## config.mk

```make
export PLATFORM = sky130hd
export DESIGN_NAME = status_pack_flat
export DESIGN_NICKNAME = d
export VERILOG_FILES = /design/src/rtl/status_pack_if.sv /design/src/rtl/status_pack.sv /design/src/flat_wrapper.sv
export SDC_FILE = /design/constraint.sdc
export NUM_CORES = 1
export LEC_CHECK = 0
export CAP_MARGIN = 20
export CORE_UTILIZATION = 40
export CTS_BUF_LIST = sky130_fd_sc_hd__clkbuf_4
export CTS_CLUSTER_DIAMETER = 150
export DETAILED_ROUTE_END_ITERATION = 16
export PLACE_DENSITY_LB_ADDON = 0.2
export SLEW_MARGIN = 20
export SYNTH_ARGS = -nofsm -noshare
export SYNTH_HDL_FRONTEND = slang
export SYNTH_SLANG_ARGS = --single-unit
```

## constraint.sdc

```tcl
create_clock -name clock -period 2.2 [get_ports clock]
set_input_delay 0.44 -clock clock [delete_from_list [all_inputs] [get_ports clock]]
set_output_delay 0.44 -clock clock [all_outputs]
set_load 0.02 [all_outputs]
```

## src/rtl/status_pack_if.sv

```systemverilog
// status_pack_if: upstream byte and downstream word handshakes of status_pack
interface status_pack_if;
  logic [7:0]  in_code;
  logic        in_vld;
  logic        in_rdy;
  logic        flush;
  logic [15:0] out_pl;
  logic        out_half;
  logic        out_vld;
  logic        out_rdy;
  modport master (
    output in_code, in_vld, flush, out_rdy,
    input  in_rdy, out_pl, out_half, out_vld
  );
  modport slave (
    input  in_code, in_vld, flush, out_rdy,
    output in_rdy, out_pl, out_half, out_vld
  );
endinterface

```

## src/rtl/status_pack.sv

```systemverilog
// status_pack: packs status byte pairs into 16-bit words, padding a lone byte on flush or idle timeout
module status_pack #(
  parameter int         TIMEOUT = 16,
  parameter logic [7:0] PAD     = 8'h00
) (
  input  logic         clock,
  input  logic         rst_n,
  status_pack_if.slave bus,
  output logic [15:0]  word_cnt
);
  typedef enum logic [1:0] {IDLE, HOLD, SEND} state_t;
  state_t      r_state, w_next;
  logic [15:0] r_pl, r_idle, r_word_cnt;
  logic        r_half, w_in_xfer, w_out_xfer, w_tmo, w_close;
  assign w_in_xfer  = bus.in_vld && bus.in_rdy;
  assign w_out_xfer = bus.out_vld && bus.out_rdy;
  assign w_tmo      = r_idle == 16'(TIMEOUT - 1);
  assign w_close    = w_in_xfer || bus.flush || w_tmo;
  always_ff @(posedge clock or negedge rst_n)
    if (!rst_n) r_state <= IDLE;
    else r_state <= w_next;
  always_comb
    w_next = (r_state == IDLE) ? (w_in_xfer ? HOLD : IDLE) :
             (r_state == HOLD) ? (w_close ? SEND : HOLD) :
             (r_state == SEND) ? (w_out_xfer ? IDLE : SEND) : IDLE;
  always_comb begin
    bus.in_rdy  = r_state != SEND;
    bus.out_vld = r_state == SEND;
  end
  assign bus.out_pl   = r_pl;
  assign bus.out_half = r_half;
  assign word_cnt     = r_word_cnt;
  always_ff @(posedge clock or negedge rst_n)
    if (!rst_n) begin
      r_pl       <= '0;
      r_half     <= 1'b0;
      r_idle     <= '0;
      r_word_cnt <= '0;
    end else begin
      if (r_state == IDLE && w_in_xfer) r_pl[15:8] <= bus.in_code;
      if (r_state == HOLD && w_close) begin
        r_pl[7:0] <= w_in_xfer ? bus.in_code : PAD;
        r_half    <= !w_in_xfer;
      end
      r_idle <= (r_state == HOLD && !w_in_xfer) ? r_idle + 16'd1 : 16'd0;
      if (w_out_xfer && r_word_cnt != 16'hFFFF) r_word_cnt <= r_word_cnt + 16'd1;
    end
endmodule

```

## src/flat_wrapper.sv

```systemverilog
// flat-port wrapper written by rule: the top's interface ports become plain ports
module status_pack_flat 
#(
  parameter int         TIMEOUT = 16,
  parameter logic [7:0] PAD     = 8'h00
)
  (clock, rst_n, word_cnt, bus_in_code, bus_in_vld, bus_flush, bus_out_rdy, bus_in_rdy, bus_out_pl, bus_out_half, bus_out_vld);
  status_pack_if bus_i ();
  input  logic clock;
  input  logic rst_n;
  output logic [15:0] word_cnt;
  input wire logic [$bits(bus_i.in_code)-1:0] bus_in_code;
  input wire logic [$bits(bus_i.in_vld)-1:0] bus_in_vld;
  input wire logic [$bits(bus_i.flush)-1:0] bus_flush;
  input wire logic [$bits(bus_i.out_rdy)-1:0] bus_out_rdy;
  output wire logic [$bits(bus_i.in_rdy)-1:0] bus_in_rdy;
  output wire logic [$bits(bus_i.out_pl)-1:0] bus_out_pl;
  output wire logic [$bits(bus_i.out_half)-1:0] bus_out_half;
  output wire logic [$bits(bus_i.out_vld)-1:0] bus_out_vld;
  assign bus_i.in_code = bus_in_code;
  assign bus_i.in_vld = bus_in_vld;
  assign bus_i.flush = bus_flush;
  assign bus_i.out_rdy = bus_out_rdy;
  assign bus_in_rdy = bus_i.in_rdy;
  assign bus_out_pl = bus_i.out_pl;
  assign bus_out_half = bus_i.out_half;
  assign bus_out_vld = bus_i.out_vld;
  status_pack #(.TIMEOUT(TIMEOUT), .PAD(PAD)) u_core (.clock(clock), .rst_n(rst_n), .bus(bus_i), .word_cnt(word_cnt));
endmodule
```

# Yosys cells after proc, flatten, opt, wreduce, memory -nomap -nowiden
# Index checks and enable logic that the tools add are counted.
# op_classes
addsub,2
n_eq_ne,5
muxes,8
n_reduce_logical,10
# op_table
cell,n
adder 16 x 1 -> 16 bit (second input constant),2
== test 16 x 4 -> 1 bit (second input constant),1
2-to-1 mux 16 bit,1
!= test 16 bit (second input constant),1
2-to-1 mux 2 bit,5
2-to-1 mux 8 bit,1
logical AND 1 bit,6
== test 2 x 1 -> 1 bit (second input constant),1
== test 2 bit (second input constant),1
zero test 2 bit,1
logical OR 1 bit,2
!= test 2 bit (second input constant),1
zero test 1 bit,1
2-to-1 mux 1 bit,1
# totals
ff_bits,51
input_bits,13
out_inout_bits,35
word_cells,31

# Longest topological paths before layout
# logic_depth
ltp_word,7
depth_mapped,7
depth_no_buf,5

# Least setup slack after synthesis
# Ideal clock, no wire load.
# synth_timing
kind,register to register
startpoint,"register u_core.r_word_cnt[0], in the netlist u_core.word_cnt[0]"
endpoint,"register u_core.r_word_cnt[1], in the netlist u_core.word_cnt[1]"
setup_time_ps,128
arrival_time_ps,1588
t_required_ps,2072
slack_ps,484
stages_incl_launch_ff,6
path_buffers,0
period_less_slack_ps,1716
cell_sequence,dfrtp_1 > ha_1 > and3_1 > and4_1 > nor2_1 > mux2_1
# synth_via
elab_chain_cells,2
word_cells_on_any_way,3
classes_between,add/sub: 1; eq/ne: 1; reduce/logical: 1
# synth_rtl
element,line_no,rtl
from (decl),status_pack.sv:13,"logic [15:0] r_pl, r_idle, r_word_cnt;"
from (signal assigned),status_pack.sv:46,if (w_out_xfer && r_word_cnt != 16'hFFFF) r_word_cnt <= r_word_cnt + 16'd1;
"parallel branches: the longest is 2 deep, another holds adder 16 x 1 -> 16 bit",n/a,
# Parallel ways; which one is timed is not known.
# A chain may end at the register's enable or synchronous reset.

# Final worst setup path
# layout_timing
startpoint,register u_core.r_state[1]
endpoint,output bus_out_vld
# layout_via
elab_chain_cells,1
# layout_rtl
element,line_no,rtl
from (decl),status_pack.sv:12,"state_t r_state, w_next;"
from (signal assigned),status_pack.sv:21,else r_state <= w_next;
== test 2 bit,status_pack.sv:28,bus.out_vld = r_state == SEND;
to (decl),flat_wrapper.sv:19,output wire logic [$bits(bus_i.out_vld)-1:0] bus_out_vld;
# No other way between the ends.

==> flow_metrics.py <==
metrics = {
    "sta": {
        "final-hold-violation-count": 0,
        "max_clock_freq_ghz": 0.482,
        "slew_viol_final": 0,
        "finalSetupTns_ns": 0,
        "rsz0062_at_grt": "false",
        "max_slew_margin": 0.575,
        "finalCritPeriodShare": 0.942,
        "holdWs_ns": 0.154,
        "fin_skew_ns": 0.0129,
        "setup_viol": 0,
        "fin_crit_ns": 2.07,
        "tightestPinTransition_ns": 0.638,
    },
    "flow_run": {
        "cap_violations": 0,
    },
    "routing": {
        "firstDrtPassIters": 4,
        "wire_per_inst_um": 14.6,
        "post_drt_via_cell_ratio": 5.21,
        "num_vias": 1693,
        "ant_nets": 0,
        "drc_errors": 0,
        "routed_wirelength_um": 4740,
        "drt-initial-drc-count": 51,
    },
    "outcome": {
        "outcome": "completed",
    },
    "global_routing": {
        "grt_pass1_vias": 1655,
        "antenna_found_initial": 0,
        "grt_max_degree": 52,
        "grt_overflow": 0,
        "grt_pass1_wl_um": 8180,
        "grt_usage": 0.171,
    },
    "worst_setup_path": {
        "cp_data_arrival_time_ns": 1.63,
        "cp_max_fo": 5,
        "rrSetupSlack_ns": 0.33,
        "r2r_end": "u_core.bus.out_pl[1]$_DFFE_PN0P_",
        "crit_path_start_kind": "flip-flop",
        "endpoint_kind": "primary output",
        "timing.rr.start": "u_core.r_idle[0]$_DFF_PN0_",
        "crit_required_ns": 1.76,
        "path_class": "flip-flop to primary output",
        "worst_r2r_path_depth": 5,
    },
    "clock_tree": {
        "clkTransAtPathRegs_ns": 0.14,
        "cts_buffers": 5,
        "clk_latency_ns": 0.36,
        "cts_sinks": 51,
        "htreeDepth": 2,
        "clockBufferDepth": 2,
        "clockRootBuffer": "clkbuf_4",
        "cts_tree": "yes",
    },
    "layout": {
        "nFillCells": 528,
        "fin_area_um2": 2940,
        "nNetsFinal": 269,
        "multi_input_area_um2": 1020,
        "ff_latch_area_um2": 1280,
        "diodes": 0,
        "final_common_cell": "dfrtp_1",
        "synthToLayoutAreaGrowth_pct": 24.9,
        "fin_cells": 325,
        "drive_gt1_frac": 0.103,
        "layout_common_cells": "51 x dfrtp_1, 45 x clkdlybuf4s50_1, 21 x nor2_1",
        "utilization": 0.527,
    },
    "pwr": {
        "power_density_nw_per_um2": 948,
        "leakagePower_nw": 1.23,
        "ir_drop_mv": 0.637,
    },
    "synth": {
        "synthCells": 205,
        "syn_area_per_cell_um2": 11.5,
        "seq_area_frac_synth": 0.543,
        "ys_ff_latch": 51,
        "synth_warnings": 0,
        "ys_types": 42,
        "synthesis.area_um2": 2350,
        "synthesis.nets": 220,
    },
    "die": {
        "initial_core_util": 0.422,
        "ios": 48,
        "die_area_um2": 6190,
        "die_y_um": 78.6,
        "rows": 27,
        "core_area_um2": 5570,
        "fp.dieW_um": 78.6,
    },
    "place": {
        "place_congestion": 0.740,
        "post-place-cells": 319,
        "hpwlAfterDp_um": 3410,
        "placedInstanceArea_um2": 2890,
        "port_buffers": 47,
    },
    "hold_path": {
        "min_path_type": "input port to asynchronous set/reset pin",
    },
}
repair_timing:
item | 4_1_cts | 5_1_grt
buffers inserted | 0 | 0
hold buffers | 0 | 0
setup endpoints to repair | 0 | 2
endpoints found under the hold margin | 0 | 0
gates resized for setup | 0 | 2
flip-flops by register name, indices dropped and copies added, names as in the netlist:
register and cells:
u_core.r_state 2, u_core.bus.out_pl 16, u_core.word_cnt 16, u_core.r_idle 16
u_core.bus.out_half 1
routing by layer:
| metal | part of all wire | global-route usage | vias up |
|---|---|---|---|
| met3 | 0.039 | 0.0384 | 5 |
| met1 | 0.48 | 0.231 | 815 |
| met4 | 0.012 | 0.0574 | 0 |
| li1 | - | - | 834 |
| met2 | 0.47 | 0.269 | 39 |
| met5 | 0 | 0 | - |
worst max-delay path: stages, from the launching register on:
cell and delay, ns:
dfrtp_1 0.45, nor2b_2 0.21, clkdlybuf4s50_1 0.62
logic make-up (layout without fill, tap and decap cells):
logic type,Yosys count,in the layout,synth area share
DFF,51,51,0.543
AOI/OAI and AO/OA,21,21,0.0682
buffers and inverters,12,60,0.0245
adders and majority gates,2,2,0.0106
xor gates and xnor gates,24,24,0.0895
and+or+nand+nor,85,85,0.216
muxes,10,10,0.0479
worst max-delay path by stage:
stage                                        start                         endpoint  slack, ns  cells after the start
global placement                       bus_out_rdy  u_core.word_cnt[14]$_DFFE_PN0P_       0.29                      5
detailed placement                     bus_out_rdy  u_core.word_cnt[14]$_DFFE_PN0P_       0.27                      5
floorplan           u_core.word_cnt[0]$_DFFE_PN0P_   u_core.word_cnt[1]$_DFFE_PN0P_       0.48                      5
finish                 u_core.r_state[1]$_DFF_PN0_                      bus_out_vld       0.13                      2
CTS                    u_core.r_state[1]$_DFF_PN0_                       bus_in_rdy       0.05                      3
global route           u_core.r_state[1]$_DFF_PN0_                      bus_out_vld       0.03                      2
cell usage after synthesis:
library cell | number | area share
a31o_2 | 1 | 0.0037
nor3b_2 | 1 | 0.0053
xnor2_1 | 10 | 0.037
a211oi_1 | 1 | 0.0032
ha_1 | 2 | 0.011
mux2_1 | 1 | 0.0048
nor3_2 | 1 | 0.0043
clkbuf_1 | 5 | 0.0080
a41oi_1 | 1 | 0.0037
and4_1 | 7 | 0.026
buf_6 | 1 | 0.0048
nor2b_1 | 3 | 0.0080
xor2_1 | 14 | 0.052
a31oi_1 | 1 | 0.0027
nor2_1 | 21 | 0.034
buf_2 | 1 | 0.0021
dfrtp_1 | 51 | 0.54
nand3_1 | 8 | 0.017
o2111ai_1 | 1 | 0.0037
and4_2 | 1 | 0.0043
nand2_1 | 8 | 0.013
a21oi_1 | 2 | 0.0043
inv_1 | 4 | 0.0064
nor3_1 | 3 | 0.0064
nor4_1 | 1 | 0.0027
o211ai_1 | 1 | 0.0032
nor3b_1 | 3 | 0.0096
nand2b_1 | 1 | 0.0027
a21bo_1 | 1 | 0.0043
mux2_2 | 9 | 0.043
nor4_4 | 1 | 0.0091
nand3b_1 | 1 | 0.0032
and3_1 | 5 | 0.013
o21a_1 | 1 | 0.0032
nand4_1 | 14 | 0.037
and3b_1 | 1 | 0.0037
nor4_2 | 1 | 0.0053
o21ai_0 | 3 | 0.0064
buf_4 | 1 | 0.0032
nor4b_1 | 1 | 0.0037
a22o_1 | 8 | 0.030
and2_1 | 3 | 0.0080
power by group:
group	switching [W]	internal, W
Clock	0.000281	0.000113
Sequential	0.000160	0.00114
Combinational	0.000533	0.000559
Total	0.000974	0.00181
through the flow:
step | power, W | setup slack (ns)
after floorplan | 0.00188 | 0.484
after global placement | 0.00240 | 0.293
after detailed placement | 0.00242 | 0.274
after CTS | 0.00281 | 0.0528
after global routing | 0.00295 | 0.0340
final | 0.00278 | 0.127
layout make-up:
class,instances,area share
flip-flops and latches,51,0.435
multi-input cells,142,0.347
repair buffers,50,0.167
well taps,72,0.0307
clock buffers,5,0.0128
inverters,4,0.00512
clock inverters,1,0.00256
Power figures use the tool's default switching activity.
